`src/rtl/scan_capture_pkg.sv`:
```
// Shared constants and FSM state type for the scan_capture display-digit recovery block.
package scan_capture_pkg;

  localparam int NUM_DIGITS = 6;
  localparam int DIGIT_W    = 6;
  localparam int IDX_W      = 3;
  localparam int CNT_W      = 4;

  typedef enum logic [1:0] {
    IDLE,
    SETTLE,
    HELD
  } state_t;

endpackage

```
`src/rtl/scan_capture_onehot_idx.sv`:
```
// Combinational decode of the digit enable into an index plus exactly-one / two-or-more flags.
module onehot_idx
  import scan_capture_pkg::*;
(
  input  logic [NUM_DIGITS-1:0] ein,
  output logic [IDX_W-1:0]      idx,
  output logic                  valid,
  output logic                  multi
);

  logic [IDX_W-1:0] ones;

  always_comb begin
    idx  = '0;
    ones = '0;
    for (int k = 0; k < NUM_DIGITS; k++) begin
      if (ein[k]) begin
        idx  = IDX_W'(k);
        ones = ones + IDX_W'(1);
      end
    end
    valid = (ones == IDX_W'(1));
    multi = (ones > IDX_W'(1));
  end

endmodule

```
`src/rtl/scan_capture.sv`:
```
// Rebuilds six digit values from a multiplexed display bus and publishes them as complete frames.
// Optional scan-order checking is enabled by defining SCAN_ORDER_CHECK_EN.
module scan_capture
  import scan_capture_pkg::*;
#(
  parameter int HOLD = 2
) (
  input  logic                  clk,
  input  logic                  rst,
  input  logic [DIGIT_W-1:0]    din,
  input  logic [NUM_DIGITS-1:0] ein,
  output logic [DIGIT_W-1:0]    q0,
  output logic [DIGIT_W-1:0]    q1,
  output logic [DIGIT_W-1:0]    q2,
  output logic [DIGIT_W-1:0]    q3,
  output logic [DIGIT_W-1:0]    q4,
  output logic [DIGIT_W-1:0]    q5,
  output logic                  frame_valid,
  output logic                  onehot_err,
  output logic                  order_err
);

  localparam logic [CNT_W-1:0]      HOLD_CNT = CNT_W'(HOLD);
  localparam logic [NUM_DIGITS-1:0] FULL     = '1;

  state_t                  state, state_n;
  logic [CNT_W-1:0]        cnt, cnt_n;
  logic [NUM_DIGITS-1:0]   prev_ein;
  logic [NUM_DIGITS-1:0]   mask, mask_n;
  logic [DIGIT_W-1:0]      shadow [NUM_DIGITS];
  logic [DIGIT_W-1:0]      qbank  [NUM_DIGITS];
  logic [IDX_W-1:0]        idx;
  logic                    valid, multi;
  logic                    cap, wr, frame_done;
  logic                    frame_valid_r, onehot_err_r;

  onehot_idx u_onehot_idx (
    .ein   (ein),
    .idx   (idx),
    .valid (valid),
    .multi (multi)
  );

  always_ff @(posedge clk or posedge rst) begin
    if (rst) begin
      state    <= IDLE;
      cnt      <= '0;
      prev_ein <= '0;
    end else begin
      state    <= state_n;
      cnt      <= cnt_n;
      prev_ein <= ein;
    end
  end

  // A digit is captured once per stable enable run, on the edge its run length reaches HOLD.
  always_comb begin
    state_n = state;
    cnt_n   = cnt;
    cap     = 1'b0;
    if (multi || !valid) begin
      state_n = IDLE;
      cnt_n   = '0;
    end else begin
      case (state)
        IDLE:    cnt_n = CNT_W'(1);
        SETTLE:  cnt_n = (ein == prev_ein) ? cnt + CNT_W'(1) : CNT_W'(1);
        default: cnt_n = (ein == prev_ein) ? cnt : CNT_W'(1);
      endcase
      if (state == HELD && ein == prev_ein) begin
        state_n = HELD;
      end else if (cnt_n == HOLD_CNT) begin
        cap     = 1'b1;
        state_n = HELD;
      end else begin
        state_n = SETTLE;
      end
    end
  end

`ifdef SCAN_ORDER_CHECK_EN
  logic [IDX_W-1:0] exp_idx, exp_idx_n;
  logic             order_err_r, order_err_n;

  // An out-of-order digit aborts the frame; digit 0 is allowed to restart it immediately.
  always_comb begin
    wr          = cap;
    mask_n      = mask;
    exp_idx_n   = exp_idx;
    order_err_n = 1'b0;
    if (cap) begin
      if (idx == exp_idx) begin
        exp_idx_n = (exp_idx == IDX_W'(NUM_DIGITS - 1)) ? '0 : exp_idx + IDX_W'(1);
      end else begin
        order_err_n = 1'b1;
        mask_n      = '0;
        wr          = (idx == '0);
        exp_idx_n   = (idx == '0) ? IDX_W'(1) : '0;
      end
    end
    if (wr) mask_n = mask_n | ein;
    frame_done = wr && (mask_n == FULL);
    if (frame_done) mask_n = '0;
  end

  always_ff @(posedge clk or posedge rst) begin
    if (rst) begin
      exp_idx     <= '0;
      order_err_r <= 1'b0;
    end else begin
      exp_idx     <= exp_idx_n;
      order_err_r <= order_err_n;
    end
  end

  assign order_err = order_err_r;
`else
  always_comb begin
    wr     = cap;
    mask_n = mask;
    if (wr) mask_n = mask_n | ein;
    frame_done = wr && (mask_n == FULL);
    if (frame_done) mask_n = '0;
  end

  assign order_err = 1'b0;
`endif

  // The output bank takes the shadow copy plus the digit landing on the completing edge.
  always_ff @(posedge clk or posedge rst) begin
    if (rst) begin
      mask          <= '0;
      frame_valid_r <= 1'b0;
      onehot_err_r  <= 1'b0;
      for (int k = 0; k < NUM_DIGITS; k++) begin
        shadow[k] <= '0;
        qbank[k]  <= '0;
      end
    end else begin
      mask          <= mask_n;
      frame_valid_r <= frame_done;
      if (multi) onehot_err_r <= 1'b1;
      if (wr) shadow[idx] <= din;
      if (frame_done) begin
        for (int k = 0; k < NUM_DIGITS; k++) begin
          qbank[k] <= (idx == IDX_W'(k)) ? din : shadow[k];
        end
      end
    end
  end

  assign q0          = qbank[0];
  assign q1          = qbank[1];
  assign q2          = qbank[2];
  assign q3          = qbank[3];
  assign q4          = qbank[4];
  assign q5          = qbank[5];
  assign frame_valid = frame_valid_r;
  assign onehot_err  = onehot_err_r;

endmodule

```
`config.mk`:
```
export PLATFORM = sky130hd
export DESIGN_NAME = scan_capture
export DESIGN_NICKNAME = d
export VERILOG_FILES = /design/src/rtl/scan_capture_pkg.sv /design/src/rtl/scan_capture_onehot_idx.sv /design/src/rtl/scan_capture.sv
export SDC_FILE = /design/constraint.sdc
export NUM_CORES = 1
export LEC_CHECK = 0
export BUFFER_PORTS_ARGS = -buffer_cell sky130_fd_sc_hd__buf_2
export CAP_MARGIN = 40
export CORE_MARGIN = 10
export CORE_UTILIZATION = 35
export CTS_CLUSTER_DIAMETER = 80
export DETAILED_ROUTE_END_ITERATION = 12
export SYNTH_ARGS = -nofsm -noshare
export SYNTH_HDL_FRONTEND = slang
export SYNTH_SLANG_ARGS = --single-unit
```
`constraint.sdc`:
```
create_clock -name clk -period 8.4 [get_ports clk]
set_clock_uncertainty 0.15 [all_clocks]
set_input_delay 1.68 -clock clk [delete_from_list [all_inputs] [get_ports clk]]
set_output_delay 1.68 -clock clk [all_outputs]
set_load 0.05 [all_outputs]
```
==> results of run 1 <==
-- worst paths after layout --
check / cells after the start / end / slack (ns) / from
min reg2reg: 1 / onehot_err / 0.31 / onehot_err
max in group asynchronous: 4 / mask[5] / 6.12 / rst
max: 15 / q2[1] / 2.41 / ein[1]
max reg2reg: 8 / q2[1] / 4.68 / cnt[0]
min: 1 / onehot_err / 0.31 / onehot_err
min in group asynchronous: 2 / cnt[2] / 1.10 / rst
-- critical path: stages --
cell,delay [ns]
buf_2,0.17
inv_1,0.10
ha_1,0.39
xor2_1,0.27
mux2i_1,0.14
ha_1,0.32
a32oi_1,0.22
o21ai_0,0.18
ha_1,0.31
nand2b_1,0.15
or2_2,0.31
nor2_1,0.20
o2111a_2,0.84
buf_4,0.42
mux2_4,0.33
-- area by class of cell --
| class | instances | share of cell area, % |
|---|---|---|
| Clock inverter | 3 | 1.30 |
| Sequential cell | 92 | 43.5 |
| Timing Repair Buffer | 56 | 5.86 |
| Inverter | 6 | 0.449 |
| Clock buffer | 12 | 4.84 |
| Multi-Input combinational cell | 209 | 40.0 |
| Tap cell | 172 | 4.06 |
-- routing by layer --
metal / vias up / track usage (%) / routed length (µm)
li1: 1268 / - / -
met1: 1358 / 13.7 / 4440
met2: 44 / 17.6 / 4530
met3: 6 / 3.55 / 338
met4: 0 / 2.66 / 89
met5: - / 0 / 0
-- cell usage after synthesis (4+ instances only) --
| cell | instances |
|---|---|
| mux2_4 | 35 |
| xnor2_1 | 4 |
| nand2_1 | 8 |
| clkbuf_1 | 10 |
| ha_1 | 7 |
| a21oi_1 | 4 |
| a31oi_1 | 6 |
| or2_2 | 4 |
| dfrtp_1 | 92 |
| buf_6 | 5 |
| mux2_2 | 74 |
| nor2_1 | 10 |
| inv_1 | 6 |
| xor2_1 | 4 |
-- layout by cell type (no fill, tap or decap), types with 2 or more instances in the layout --
cell	synthesis	routed
nand4_1	2	2
a31oi_1	6	6
inv_1	6	5
and4_1	2	2
ha_1	7	7
nand3_1	3	3
xor2_1	4	4
clkbuf_8	0	2
dfrtp_1	92	92
nor2b_1	3	3
and2_1	3	3
nor3_1	2	2
a21boi_0	2	2
buf_4	3	2
nand2b_1	3	3
or2_2	4	4
mux2_2	74	74
bufinv_16	0	2
nor3b_1	2	2
buf_2	3	52
a22oi_1	2	2
and4b_1	2	2
xnor2_1	4	4
mux2_4	35	35
mux2i_1	3	3
a21oi_1	4	4
nand2_1	8	8
clkbuf_16	0	9
nand3b_1	2	2
o21ai_0	2	2
o32ai_1	2	2
nor2_1	10	10
o22ai_1	2	2
-- state kept, by name (all words and copies together) (netlist names) --
signal and count:
mask 6, state 2, prev_ein 6, q3 6
q2 6, frame_valid 1, cnt 4, q1 6
onehot_err 1, shadow 36, q5 6, q0 6
q4 6
-- cell families (layout without fill, tap and decap cells) --
logic type               Yosys count  count (layout)  synth area share, %
multiplexers                     112             112                 30.3
flip-flops                        92              92                 50.3
AND/OR/NAND/NOR                   51              51                 6.69
buffers and inverters             28              77                 3.44
AO/OA/AOI/OAI                     27              27                 4.37
XOR/XNOR                          11              11                 2.92
adder cells (fa/ha/maj)            7               7                 1.91
other                              1               1               0.0819
-- power by group through the flow --
stage / Combinational [W] / Clock [W] / Sequential [W]
2_1_floorplan: 0.0000681 / 0 / 0.000464
3_3_place_gp: 0.0000846 / 0 / 0.000465
3_5_place_dp: 0.0000898 / 0 / 0.000466
4_1_cts: 0.0000900 / 0.000450 / 0.000457
5_1_grt: 0.000101 / 0.000467 / 0.000458
6_report: 0.0000890 / 0.000436 / 0.000458
-- per-stage QoR --
stage / hold slack (ns) / std cells
final: 0.315 / 550
after global routing: 0.332 / 550
after global placement: 0.301 / 532
after floorplan: 0.305 / 329
after CTS: 0.316 / 549
after detailed placement: 0.303 / 534
==> impl_metrics.yaml, run 1 <==
outcome:
  outcome: "complete, no violations"
power:
  power_w: 0.000983
  p_sw_w: 0.000220
  p_comb_share_pct: 9.1
  power_frac_clock_pct: 44.4
  p_int_w: 0.000763
  ir_drop_uv: 106
  p_seq_share_pct: 46.6
  leakage_nw: 2.68
  swShare_pct: 22.4
  powerDensity_mw_per_mm2: 185
cells_and_area:
  num_antenna_cells: 0
  utilization_pct: 41.6
  multi_input_area_mm2: 0.00212
  final_cell_area_mm2: 0.00530
  regArea_mm2: 0.00230
  synthToLayoutAreaGrowth_pct: 15.7
  nets: 395
  drive_above_1_share_pct: 50.5
  fill_cells: 1202
floorplanning:
  pin_count: 53
  core_area_mm2: 0.0127
  initial_utilization_pct: 36.0
  die_y_um: 134
  die_w_um: 134
  num_rows: 41
  die-area_mm2: 0.0181
logic_synthesis:
  synthesis.instances: 329
  synth_fp_nets: 350
  synthArstFlopShare_pct: 100
  synthFlopType: "dfrtp_1"
  netlist_area_mm2: 0.00458
  synth-seq-cells: 92
  synth_cell_types: 49
  yosys.area.top_type: "dfrtp_1"
  synthTopCellsByArea: "dfrtp_1 50%, mux2_2 18%, mux2_4 11%"
  synth_edf_count: 0
  yosys_warnings: 0
  ys_seq_area_share_pct: 50.3
  syn_avg_cell_area_um2: 13.9
  synth_top_area_share_pct: 50.3
grt:
  globalRouteOverflowTotal: 0
  antenna_found_initial: 0
  track_usage_pct: 10.9
  grt_pass1_vias: 2951
  grt_pass1_wl_um: 15800
  grt_start_max_net_pins: 64
detailed_routing:
  drt-total-wl_um: 9400
  first_pass_iters: 4
  wl_per_cell_um: 17.1
  ant_nets: 0
  vias: 2676
  vias_per_cell: 4.87
  first_iter_violations: 144
  remaining_drc_errors: 0
setup_path:
  worstSetupPathType: "in2reg"
  cp_max_fo: 25
  startpoint_type: "input port"
  arrival_ns: 6.06
  cp-end-kind: "flip-flop"
  cp_data_required_time_ns: 8.47
timing:
  slew-limit-headroom_pct: 42.1
  worst_pin_slew_ns: 0.869
  min_period_ns: 5.99
  setup_viol: 0
  fmax_ghz: 0.167
  rsz0062_at_grt: "false"
  post-route-period-util_pct: 71.3
  setup_slack_ns: 2.41
  hold_violations: 0
  slew_viol_final: 0
  fin_setup_tns_ns: 0
clock_network:
  postCtsResizedCells: 0
  clk_latency_ns: 0.34
  cts-hold-fix-buffers: 0
  clockBufferDepth: 2
  tritoncts: "yes"
  clock-root-buffer: "clkbuf_16"
  cts_setup_buffers: 0
  h-tree-depth: 3
  clk_pin_slew_ns: 0.06
  cts.sinks: 92
  cts_buffers: 9
placement:
  dp_slack_ns: 2.06
  place_congestion: 0.715
  port_buffers: 51
  place_area_mm2: 0.00496
  dp_hpwl_um: 6610
run:
  max_cap_violations: 0
min_path:
  hold_class: "reg2reg"
Power figures use the tool's default switching activity.
==> run 2, diff against run 1 <==
Settings changed: ABC_AREA set to 1.
Clock period 8.4 ns to 6.1 ns, I/O delays scaled along.
==> run 2 against run 1 <==
- via count grew 36%
- largest power group unchanged
- design area shrank 0.92%
- non-clock buffer count grew 2
- synthesized cell count grew 65%
- area after synthesis shrank 1.3%
- clock-buffer cell count shrank 3
- setup slack lost 1.4 ns
==> impl_metrics.yaml, run 2 <==
cells_and_area:
  largest_register: "shadow"
  finalNonFillerCells: 769
  synthToLayoutAreaGrowth_pct: 16.0
  nets: 613
  final_cell_area_mm2: 0.00525
  num_antenna_cells: 0
  utilization_pct: 41.6
  mostFrequentLayoutCell: "nand2_1"
  fill_cells: 1330
  mostFrequentLayoutCells: "180 x nand2_1, 92 x dfrtp_1, 56 x o21ai_0"
  drive_above_1_share_pct: 20.3
  largest_reg_flops: 36
power:
  power_frac_clock_pct: 45.9
  leakage_nw: 2.84
  p_sw_w: 0.000316
  ir_drop_uv: 107
  p_seq_share_pct: 46.9
  p_int_w: 0.00100
  swShare_pct: 24.0
  powerDensity_mw_per_mm2: 251
  p_comb_share_pct: 7.2
logic_synthesis:
  synthesis.instances: 544
  ys_seq_area_share_pct: 50.9
  yosysMostFrequentCell: "nand2_1"
  yosys_warnings: 0
  synthArstFlopShare_pct: 100
  yosys.area.top_type: "dfrtp_1"
  netlist_area_mm2: 0.00452
  synth_fp_nets: 565
  synth_top_area_share_pct: 50.9
  synth_common_cells: "180 x nand2_1, 92 x dfrtp_1, 56 x o21ai_0, 50 x nand3_1, 47 x inv_1"
  synth_cell_types: 31
  synth-seq-cells: 92
  synth_edf_count: 0
  syn_avg_cell_area_um2: 8.31
  synthFlopType: "dfrtp_1"
  synthTopCellsByArea: "dfrtp_1 51%, nand2_1 15%, o21ai_0 6.2%"
grt:
  track_usage_pct: 12.9
  grt_pass1_vias: 3755
  grt_pass1_wl_um: 18500
  antenna_found_initial: 0
  grt_start_max_net_pins: 60
  globalRouteOverflowTotal: 0
clock_network:
  clock-root-buffer: "clkbuf_16"
  cts_setup_buffers: 0
  clk_latency_ns: 0.35
  clockBufferDepth: 2
  cts.sinks: 92
  h-tree-depth: 3
  clk_pin_slew_ns: 0.07
  cts_buffers: 9
  tritoncts: "yes"
  postCtsResizedCells: 0
  cts-hold-fix-buffers: 0
timing:
  min_period_ns: 5.14
  slew-limit-headroom_pct: 51.5
  fmax_ghz: 0.195
  slew_viol_final: 0
  setup_viol: 0
  hold_violations: 0
  rsz0062_at_grt: "false"
  worst_pin_slew_ns: 0.727
  fin_setup_tns_ns: 0
  post-route-period-util_pct: 84.3
placement:
  place_area_mm2: 0.00492
  port_buffers: 51
  place_congestion: 0.818
  dp_hpwl_um: 7950
  dpl.cell_count: 753
run:
  max_cap_violations: 0
detailed_routing:
  first_iter_violations: 194
  remaining_drc_errors: 0
  first_pass_iters: 4
  ant_nets: 0
  vias: 3638
  drt-total-wl_um: 11000
  vias_per_cell: 4.73
  wl_per_cell_um: 14.3
floorplanning:
  core_area_mm2: 0.0126
  pin_count: 53
  num_rows: 41
  initial_utilization_pct: 35.8
  die_y_um: 134
  die-area_mm2: 0.0179
  die_w_um: 134
setup_path:
  cp-end-kind: "flip-flop"
  arrival_ns: 5.22
  startpoint_type: "input port"
  cp_data_required_time_ns: 6.18
  rr_worst_depth: 14
  cp_max_fo: 37
  worstSetupPathType: "in2reg"
  r2r-end: "mask[0]"
  r2r_slack_ns: 3.08
  r2r_start: "cnt[0]"
min_path:
  hold_class: "reg2reg"
  worstHoldStart: "onehot_err"
  min_to: "onehot_err"
  hold_depth: 1
outcome:
  outcome: "complete, no violations"
[run 2: logic make-up (layout without fill, tap and decap cells)]
group,count (synthesis),count (layout),share of synthesized area [%]
AOI/OAI and AO/OA,63,63,7.05
xor gates and xnor gates,4,4,0.941
adders and majority gates,7,7,1.94
buffers and inverters,75,128,7.19
DFF,92,92,50.9
muxes,18,18,4.48
other,1,1,0.0829
and+or+nand+nor,284,284,27.4
[run 2: layer usage]
layer | wire, µm | global-route usage (%)
met1 | 4880 | 15.3
met2 | 5430 | 21.6
met3 | 410 | 2.59
met4 | 264 | 6.53
met5 | 0 | 0
[run 2: per-stage QoR]
stage / total power, W / worst slack [ns] / hold WS [ns]
6_report: 0.00132 / 0.959 / 0.319
5_1_grt: 0.00137 / 0.527 / 0.339
4_1_cts: 0.00134 / 0.940 / 0.324
3_5_place_dp: 0.000726 / 0.583 / 0.307
3_3_place_gp: 0.000722 / 0.683 / 0.301
2_1_floorplan: 0.000696 / 1.51 / 0.299
[run 2: final cells by class]
type	count	area [µm²]	share of cell area, %
clock buffers	9	225	4.29
clock inverters	7	98.8	1.88
inverters	54	204	3.89
multi-input cells	377	1900	36.1
flip-flops and latches	92	2300	43.9
well taps	172	215	4.10
repair buffers	58	308	5.86
[run 2: power groups by stage]
stage / Sequential, W / Combinational (W) / Clock (W)
4_1_cts: 0.000618 / 0.0000967 / 0.000623
5_1_grt: 0.000618 / 0.000109 / 0.000642
3_3_place_gp: 0.000629 / 0.0000928 / 0
3_5_place_dp: 0.000630 / 0.0000961 / 0
2_1_floorplan: 0.000629 / 0.0000667 / 0
6_report: 0.000618 / 0.0000952 / 0.000605
[run 2: how the worst max path moves through the flow]
stage          startpoint  endpoint  slack, ns  depth (start not counted)
4_1_cts            ein[0]   mask[0]       0.94                         27
6_report           ein[0]   mask[0]       0.96                         27
3_5_place_dp       ein[0]   mask[2]       0.58                         27
5_1_grt            ein[0]   mask[0]       0.53                         27
2_1_floorplan      ein[0]     q0[0]       1.51                         27
3_3_place_gp       ein[0]   mask[0]       0.68                         27
[run 2: critical path, stage by stage]
cell	delay, ns
buf_2	0.14
inv_1	0.09
ha_1	0.34
nand2_1	0.12
inv_1	0.06
nor2_1	0.13
nand3_1	0.08
nand3_1	0.09
nand2_1	0.06
ha_1	0.28
or2_2	0.30
and2_1	0.17
ha_1	0.19
nand2_1	0.07
inv_1	0.05
nand3_1	0.08
nand2_1	0.07
nor2_2	0.11
nand2_1	0.10
nor2_2	0.24
nand3_2	0.31
nand2_1	0.16
nand2_1	0.10
nor2_4	0.14
nand2_4	0.24
inv_2	0.19
nor2_1	0.05
